$ cat config.mk
export PLATFORM = sky130hd
export DESIGN_NAME = lzx_nibble_sub
export DESIGN_NICKNAME = d
export VERILOG_FILES = /design/src/rtl/lzx_nibble_sub.sv
export SDC_FILE = /design/constraint.sdc
export NUM_CORES = 1
export LEC_CHECK = 0
export ABC_AREA = 1
export BUFFER_PORTS_ARGS = -buffer_cell sky130_fd_sc_hd__buf_2
export CAP_MARGIN = 10
export CORE_MARGIN = 1.5
export CORE_UTILIZATION = 40
export CTS_CLUSTER_SIZE = 12
export DETAILED_ROUTE_END_ITERATION = 10
export HOLD_SLACK_MARGIN = 0.03
export PLACE_DENSITY = 0.69
export SLEW_MARGIN = 10
export SYNTH_ARGS = -nofsm -noshare
export SYNTH_HDL_FRONTEND = slang
export SYNTH_SLANG_ARGS = --single-unit
$ cat constraint.sdc
create_clock -name clk -period 7.6 [get_ports clk]
set_input_delay 1.14 -clock clk [delete_from_list [all_inputs] [get_ports clk]]
set_output_delay 1.14 -clock clk [all_outputs]
set_load 0.02 [all_outputs]
$ cat src/rtl/lzx_nibble_sub.sv
// lzx_nibble_sub: multi-cycle two's-complement subtractor, D = A - B - Bin.
//
// One 4-bit nibble is processed per clock through a single 283-style
// carry-lookahead slice fed with A and ~B. The carry into the first nibble
// is ~Bin. Results and flags are held until the next accepted start.
//
// Ports:
//   clk   - system clock, rising edge
//   rst   - asynchronous, active-high reset
//   start - request; accepted in IDLE or DONE, ignored while busy
//   A, B  - minuend / subtrahend, sampled on the accepting edge
//   Bin   - borrow-in, sampled on the accepting edge
//   busy  - high while nibbles are being processed
//   done  - one-cycle pulse when D and flags become valid
//   D     - difference (modulo 2^WIDTH)
//   Bout  - borrow-out (1 = unsigned A < B + Bin)
//   ovf   - signed overflow
//   zero  - D == 0
//
// Optional build macro LZX_SUB_CMP_EN adds compare outputs lt_u and lt_s
// (unsigned / signed A < B + Bin), registered alongside the other flags.
module lzx_nibble_sub #(
  parameter int WIDTH = 16
) (
  input  logic             clk,
  input  logic             rst,
  input  logic             start,
  input  logic [WIDTH-1:0] A,
  input  logic [WIDTH-1:0] B,
  input  logic             Bin,
  output logic             busy,
  output logic             done,
  output logic [WIDTH-1:0] D,
  output logic             Bout,
  output logic             ovf,
  output logic             zero
`ifdef LZX_SUB_CMP_EN
  ,
  output logic             lt_u,
  output logic             lt_s
`endif
);

  localparam int NIB   = WIDTH / 4;
  localparam int IDX_W = (NIB > 1) ? $clog2(NIB) : 1;

  generate
    if ((WIDTH % 4) != 0 || WIDTH < 4) begin : g_bad_width
      $error("lzx_nibble_sub: WIDTH must be a multiple of 4 and at least 4");
    end
  endgenerate

  typedef enum logic [1:0] {
    ST_IDLE = 2'd0,
    ST_RUN  = 2'd1,
    ST_DONE = 2'd2
  } state_t;

  // 4-bit carry-lookahead slice; returns {c4, sum[3:0]}.
  function automatic logic [4:0] cla4(input logic [3:0] a,
                                      input logic [3:0] b,
                                      input logic       ci);
    logic [3:0] g;
    logic [3:0] p;
    logic       c1, c2, c3, c4;
    g  = a & b;
    p  = a ^ b;
    c1 = g[0] | (p[0] & ci);
    c2 = g[1] | (p[1] & g[0]) | (p[1] & p[0] & ci);
    c3 = g[2] | (p[2] & g[1]) | (p[2] & p[1] & g[0]) | (p[2] & p[1] & p[0] & ci);
    c4 = g[3] | (p[3] & g[2]) | (p[3] & p[2] & g[1]) | (p[3] & p[2] & p[1] & g[0])
       | (p[3] & p[2] & p[1] & p[0] & ci);
    return {c4, p ^ {c3, c2, c1, ci}};
  endfunction

  state_t             state_q, state_d;
  logic [WIDTH-1:0]   a_q, a_d;
  logic [WIDTH-1:0]   b_q, b_d;
  logic               c_q, c_d;
  logic [IDX_W-1:0]   idx_q, idx_d;
  logic [WIDTH-1:0]   d_q, d_d;
  logic               bout_q, bout_d;
  logic               ovf_q, ovf_d;
  logic               zero_q, zero_d;
  logic               ltu_q, ltu_d;
  logic               lts_q, lts_d;

  logic [4:0]         slice;
  logic [WIDTH-1:0]   d_upd;
  logic               last_nib;
  logic               accept;

  always_comb begin
    slice    = cla4(a_q[{idx_q, 2'b00} +: 4], ~b_q[{idx_q, 2'b00} +: 4], c_q);
    d_upd    = d_q;
    d_upd[{idx_q, 2'b00} +: 4] = slice[3:0];
    last_nib = (idx_q == IDX_W'(NIB - 1));
    accept   = start && (state_q == ST_IDLE || state_q == ST_DONE);

    state_d = state_q;
    a_d     = a_q;
    b_d     = b_q;
    c_d     = c_q;
    idx_d   = idx_q;
    d_d     = d_q;
    bout_d  = bout_q;
    ovf_d   = ovf_q;
    zero_d  = zero_q;
    ltu_d   = ltu_q;
    lts_d   = lts_q;

    case (state_q)
      ST_RUN: begin
        d_d   = d_upd;
        c_d   = slice[4];
        idx_d = idx_q + IDX_W'(1);
        if (last_nib) begin
          // Flags use the fully assembled difference, including this nibble.
          bout_d  = ~slice[4];
          ovf_d   = (a_q[WIDTH-1] != b_q[WIDTH-1]) && (d_upd[WIDTH-1] != a_q[WIDTH-1]);
          zero_d  = (d_upd == '0);
          ltu_d   = ~slice[4];
          lts_d   = d_upd[WIDTH-1] ^ ((a_q[WIDTH-1] != b_q[WIDTH-1]) &&
                                      (d_upd[WIDTH-1] != a_q[WIDTH-1]));
          state_d = ST_DONE;
        end
      end
      ST_DONE: state_d = ST_IDLE;
      default: state_d = ST_IDLE;
    endcase

    // Acceptance overrides the IDLE/DONE defaults; D is left for RUN to overwrite.
    if (accept) begin
      a_d     = A;
      b_d     = B;
      c_d     = ~Bin;
      idx_d   = '0;
      bout_d  = 1'b0;
      ovf_d   = 1'b0;
      zero_d  = 1'b0;
      ltu_d   = 1'b0;
      lts_d   = 1'b0;
      state_d = ST_RUN;
    end
  end

  always_ff @(posedge clk or posedge rst) begin
    if (rst) begin
      state_q <= ST_IDLE;
      a_q     <= '0;
      b_q     <= '0;
      c_q     <= 1'b0;
      idx_q   <= '0;
      d_q     <= '0;
      bout_q  <= 1'b0;
      ovf_q   <= 1'b0;
      zero_q  <= 1'b0;
      ltu_q   <= 1'b0;
      lts_q   <= 1'b0;
    end else begin
      state_q <= state_d;
      a_q     <= a_d;
      b_q     <= b_d;
      c_q     <= c_d;
      idx_q   <= idx_d;
      d_q     <= d_d;
      bout_q  <= bout_d;
      ovf_q   <= ovf_d;
      zero_q  <= zero_d;
      ltu_q   <= ltu_d;
      lts_q   <= lts_d;
    end
  end

  assign busy = (state_q == ST_RUN);
  assign done = (state_q == ST_DONE);
  assign D    = d_q;
  assign Bout = bout_q;
  assign ovf  = ovf_q;
  assign zero = zero_q;

`ifdef LZX_SUB_CMP_EN
  assign lt_u = ltu_q;
  assign lt_s = lts_q;
`else
  logic unused_cmp;
  assign unused_cmp = ltu_q ^ lts_q;
`endif

endmodule
Yosys cells after proc, flatten, opt, wreduce, memory -nomap -nowiden

Index checks and enable logic that the tools add are counted.

Flip-flop bits (word level): 56
Logic and storage cells: 78
Output and inout port bits: 21
Bits of input ports: 36

Bitwise logic cells: 32
Multiplexer cells: 17
Add/sub/neg operators: 2
Reductions and logical operators: 8
Shifts and indexed selects: 4
Equality and inequality tests: 6

Operator list:

| kind                     | number |
|---|---|
| $shiftx A16 B5 Y4        | 2 |
| $and A1 B1 Y1            | 16 |
| $bwmux W16               | 1 |
| $logic_not A16 Y1        | 1 |
| $shift A4 B6 Y16 const A | 1 |
| $shiftx A4 B6 Y16        | 1 |
| $mux W1                  | 11 |
| $mux W2                  | 5 |
| $or A1 B1 Y1             | 10 |
| $xor A4 B4 Y4            | 2 |
| $neg A4 Y6               | 1 |
| $and A4 B4 Y4            | 1 |
| $eq A2 B2 Y1 const B     | 2 |
| $not A4 Y4               | 1 |
| $reduce_bool A2 Y1       | 2 |
| $ne A3 B1 Y1 const B     | 1 |
| $add A2 B1 Y2 const B    | 1 |
| $eq A2 B1 Y1 const B     | 1 |
| $logic_and A1 B1 Y1      | 2 |
| $logic_not A2 Y1         | 1 |
| $ne A1 B1 Y1             | 2 |
| $not A1 Y1               | 2 |
| $reduce_and A2 Y1        | 1 |
| $logic_or A1 B1 Y1       | 1 |

Logic depth before layout (Yosys ltp)

Word-level depth: 15
Depth in mapped cells: 18
Depth with buffers taken out: 18

Least setup slack after synthesis

Ideal clock, no wire load.

Path type: register to register
Start: register idx_q[0]
End: register zero_q, in the netlist zero
Required time: 7535 ps
Path buffers: 2
Clock period less this slack: 2441 ps
Slack: 5159 ps
Library setup time: 65 ps
Stages on the path, launching flop included: 17
Arrival: 2376 ps
Cells stage by stage: dfrtp_1 -> buf_4 -> buf_2 -> nand2_1 -> a32oi_1 -> inv_1 -> fa_1 -> nor2_1 -> nand3_1 -> nand2_1 -> nor2_1 -> nand2_1 -> nor2_1 -> nand2_1 -> nor2_1 -> nand3_1 -> nand2_1

Word-level cells in the longest chain between the ends: 14
Elaborated cells on any way between the ends: 32
Classes of those cells: add/sub: 1; eq/ne: 1; shift: 4; mux: 4; bitwise: 19; reduce/logical: 3

RTL lines:

| what                                                       | RTL line | text |
|---|---|---|
| from (decl)                                                | 80       | `logic [IDX_W-1:0] idx_q, idx_d;` |
| from (signal assigned)                                     | 165      | `idx_q <= idx_d;` |
| $shiftx A16 B5 Y4                                          | 94       | `slice = cla4(a_q[{idx_q, 2'b00} +: 4], ~b_q[{idx_q, 2'b00} +: 4], c_q);` |
| $not A4 Y4                                                 | 94       |  |
| $xor A4 B4 Y4 or $and A4 B4 Y4 (tied branches)             | 67, 66   |  |
| $and A1 B1 Y1                                              | 70       | `c3 = g[2] \| (p[2] & g[1]) \| (p[2] & p[1] & g[0]) \| (p[2] & p[1] & p[0] & ci);` |
| $or A1 B1 Y1 or $and A1 B1 Y1 (tied branches) (2 in a row) | 70       |  |
| $or A1 B1 Y1                                               | 70       |  |
| $xor A4 B4 Y4                                              | 73       | `return {c4, p ^ {c3, c2, c1, ci}};` |
| $shiftx A4 B6 Y16                                          | 96       | `d_upd[{idx_q, 2'b00} +: 4] = slice[3:0];` |
| $bwmux W16                                                 | 96       |  |
| $logic_not A16 Y1                                          | 121      | `zero_d = (d_upd == '0);` |
| $mux W1                                                    | 117      | `if (last_nib) begin` |
| $mux W1                                                    | 112      | `case (state_q)` |
| $mux W1                                                    | 133      | `if (accept) begin` |
| to (signal assigned)                                       | 169      | `zero_q <= zero_d;` |
| to (decl)                                                  | 84       | `logic zero_q, zero_d;` |

Parallel ways exist; a longest one is shown, timed or not. The select of a mux whose other input is x is not followed.
A chain may end at the register's enable or synchronous reset.

Worst setup path in the final report

Ends and elaborated chain as after synthesis.

==> impl_metrics.yaml <==
sta:
  finalSetupViolations: 0
  worst_slew_pin_slew_ns: 1.03
  final_number_of_max_transition_violations: 0
  worst_slew_margin_rel: 0.312
  hold_slack_ns: 0.487
  period_minus_slack_ns: 3.17
  finalCritPeriodShare: 0.417
  finalSetupTns_ns: 0
  hold_viol: 0
  fin_worst_skew_ns: 0.00670
  unrepaired_setup_endpoints_after_global_routing: "no"
  fmaxAchievable_mhz: 315
grt:
  wire_length_of_the_first_global_routing_pass_mm: 11.4
  groute.usage.overall: 0.184
  grt_start_max_net_pins: 57
  grt_antenna_before_repair: 0
  total_congestion_overflow: 0
  via_count_of_the_first_global_routing_pass: 2527
die:
  die-area_um2: 7970
  die_width_um: 89.3
  placeable_core_region_um2: 7210
  pin_count: 57
  start_util: 0.413
  rows: 31
  fp.dieH_um: 89.3
clock_tree:
  cts.path.max_buffers: 2
  insertion_delay_ns: 0.31
  cts_resized: 0
  cts_tree: "yes"
  post_cts_setup_repair_buffer_count: 0
  cts_root_buffer: "sky130_fd_sc_hd__clkbuf_8"
  cts_buffers: 5
  htreeDepth: 2
  post_cts_hold_buffer_count: 0
  clkSlewWorstSetupHoldPaths_ns: 0.10
  cts_sinks: 56
logic_synthesis:
  synth_seq_cells: 56
  synthesis.area_um2: 2980
  synth_cell_type_count: 22
  syn_avg_cell_area_um2: 7.39
  synth-seq-area-share: 0.471
  synthesis.instances: 403
  yosysWarnings: 0
  syn-num-nets: 451
power:
  internal_power_w: 0.000832
  power.leakage_nw: 1.86
  pwr-share-clk: 0.102
  vdd_ir_drop_max_v: 0.000242
  p_sw_w: 0.000838
  post-layout-total-power_w: 0.00167
  seq_power_share: 0.312
  netSwitchingFraction: 0.502
  power_density_nw_per_um2: 488
  power.share.combinational: 0.585
worst_hold_path:
  hold_class: "flip-flop to flip-flop"
setup_path:
  path_class: "flip-flop to flip-flop"
  critPathBufInv: 3
  critPathTopFamily: "simple AND/OR/NAND/NOR gates"
  crit_path_end_kind: "flip-flop"
  category_of_the_worst_setup_path_launch_point: "flip-flop"
  crit_path_top_delay_cell: "sky130_fd_sc_hd__fa_1"
  critical_path_peak_fanout: 23
  worst_ep_required_time_ns: 7.85
  arrival_time_of_data_at_the_critical_path_endpoint_ns: 3.42
  critPathMostFrequentCell: "sky130_fd_sc_hd__nand2_1"
  path_cells: "buf_4 > inv_2 > nand2_1 > a32oi_1 > inv_1 > fa_1 > nor2_1 > nand3_1 > nand2_1 > nor2_1 > nand2_1 > nor2_1 > nand2_1 > nor2_1 > nand3_1 > nand2_1"
  critPathMaxStageDelay_ns: 0.55
route:
  drt-wirelength-per-cell_um: 12.1
  first_pass_iters: 4
  route.final.wire_length_mm: 6.72
  remaining_antenna_violation_count_after_routing: 0
  detail_route.vias_per_cell: 4.80
  detail_route.drc_violations: 0
  detailroute.via_count: 2656
  drt_iter0_markers: 116
final_layout:
  layout.nets: 501
  antenna_cells_inserted: 0
  filler_cell_count: 773
  layout-drive-gt1-share: 0.176
  syn_to_final_growth_pct: 14.9
job:
  cap_viol_max_count: 0
placement:
  place_congestion: 0.855
  place.detailed.hpwl_mm: 4.93
  port-buffer-count: 56
status:
  outcome: "finished, final reports clean"
## metrics by stage
step,util,cells,setup WS (ns),cell area (um^2)
6_report,0.474,553,4.43,3420
5_1_grt,0.474,553,4.18,3420
4_1_cts,0.474,553,4.43,3420
3_5_place_dp,0.461,545,4.26,3330
3_3_place_gp,0.461,545,4.27,3330
2_1_floorplan,-,403,5.09,2980
## worst min-delay path, cell delays in order (launching register included)
cell	delay, ns
sky130_fd_sc_hd__dfrtp_1	0.36
sky130_fd_sc_hd__nand2_1	0.05
sky130_fd_sc_hd__nand2_1	0.05
## per-layer routing
layer / GRT usage / vias up / wire, um
met5: 0 / - / 0
li1: - / 1364 / -
met1: 0.240 / 1214 / 3020
met4: 0.0531 / 0 / 119
met3: 0.0397 / 10 / 347
met2: 0.308 / 68 / 3230
## cell type report
type,instances,area (um^2),share of cell area
well taps,99,124,0.0362
clock buffers,8,90.1,0.0263
multi-input cells,291,1360,0.396
flip-flops and latches,56,1400,0.410
inverters,41,155,0.0454
repair buffers,58,295,0.0863
## power groups by stage
stage / Sequential (W) / Combinational (W) / Clock, W
finish: 0.000521 / 0.000978 / 0.000171
global route: 0.000539 / 0.00113 / 0.000185
global placement: 0.000523 / 0.000958 / 0
CTS: 0.000523 / 0.000984 / 0.000173
floorplan: 0.000546 / 0.000718 / 0
detailed placement: 0.000527 / 0.000980 / 0
## synth_stat cells, drive strengths merged
| cell | number | area [um^2] |
|---|---|---|
| inv | 41 | 154 |
| clkbuf | 9 | 33.8 |
| o22ai | 4 | 25.0 |
| ha | 11 | 138 |
| nor2 | 34 | 130 |
| buf | 6 | 32.5 |
| and2 | 1 | 6.26 |
| a31oi | 6 | 37.5 |
| nand2 | 168 | 648 |
| fa | 1 | 20.0 |
| nand3 | 13 | 65.1 |
| a32oi | 2 | 17.5 |
| a21oi | 8 | 43.8 |
| dfrtp | 56 | 1400 |
| nand4 | 7 | 43.8 |
| o21ai | 36 | 180 |
## cells in the final DEF (no fill, tap or decap), types with 2 or more instances in the layout
cell,instances
sky130_fd_sc_hd__a21oi_1,7
sky130_fd_sc_hd__a31oi_1,6
sky130_fd_sc_hd__a32oi_1,2
sky130_fd_sc_hd__buf_2,56
sky130_fd_sc_hd__buf_4,2
sky130_fd_sc_hd__clkbuf_1,2
sky130_fd_sc_hd__clkbuf_8,6
sky130_fd_sc_hd__dfrtp_1,56
sky130_fd_sc_hd__ha_1,11
sky130_fd_sc_hd__inv_1,34
sky130_fd_sc_hd__inv_2,6
sky130_fd_sc_hd__nand2_1,161
sky130_fd_sc_hd__nand2_2,7
sky130_fd_sc_hd__nand3_1,13
sky130_fd_sc_hd__nand4_1,7
sky130_fd_sc_hd__nor2_1,33
sky130_fd_sc_hd__o21ai_0,34
sky130_fd_sc_hd__o21ai_1,2
sky130_fd_sc_hd__o22ai_1,4
## flip-flops by register name, summed over array words and instances (netlist names)
signal,count
idx_q,2
state_q,2
ovf,1
a_q,16
c_q,1
D,16
zero,1
b_q,16
Bout,1
## cells by family (layout without fill, tap and decap cells)
kind of cell,after synthesis,in the layout,share of synthesized area
flops,56,56,0.471
compound gates,56,56,0.102
buf+inv,56,107,0.0740
fa+ha+maj,12,12,0.0530
simple gates,223,223,0.300
## path summary, 6_finish.rpt
| check | startpoint | to | slack, ns | depth (start not counted) |
|---|---|---|---|---|
| setup reg to reg | idx_q[0] | zero | 4.43 | 16 |
| max in group asynchronous | rst | a_q[6] | 6.05 | 2 |
| min in group asynchronous | rst | D[13] | 1.00 | 2 |
| hold / removal | b_q[4] | b_q[4] | 0.49 | 2 |
| hold reg to reg | b_q[4] | b_q[4] | 0.49 | 2 |
| setup / recovery | idx_q[0] | zero | 4.43 | 16 |
Note: power is estimated with default switching activity, not from simulation.
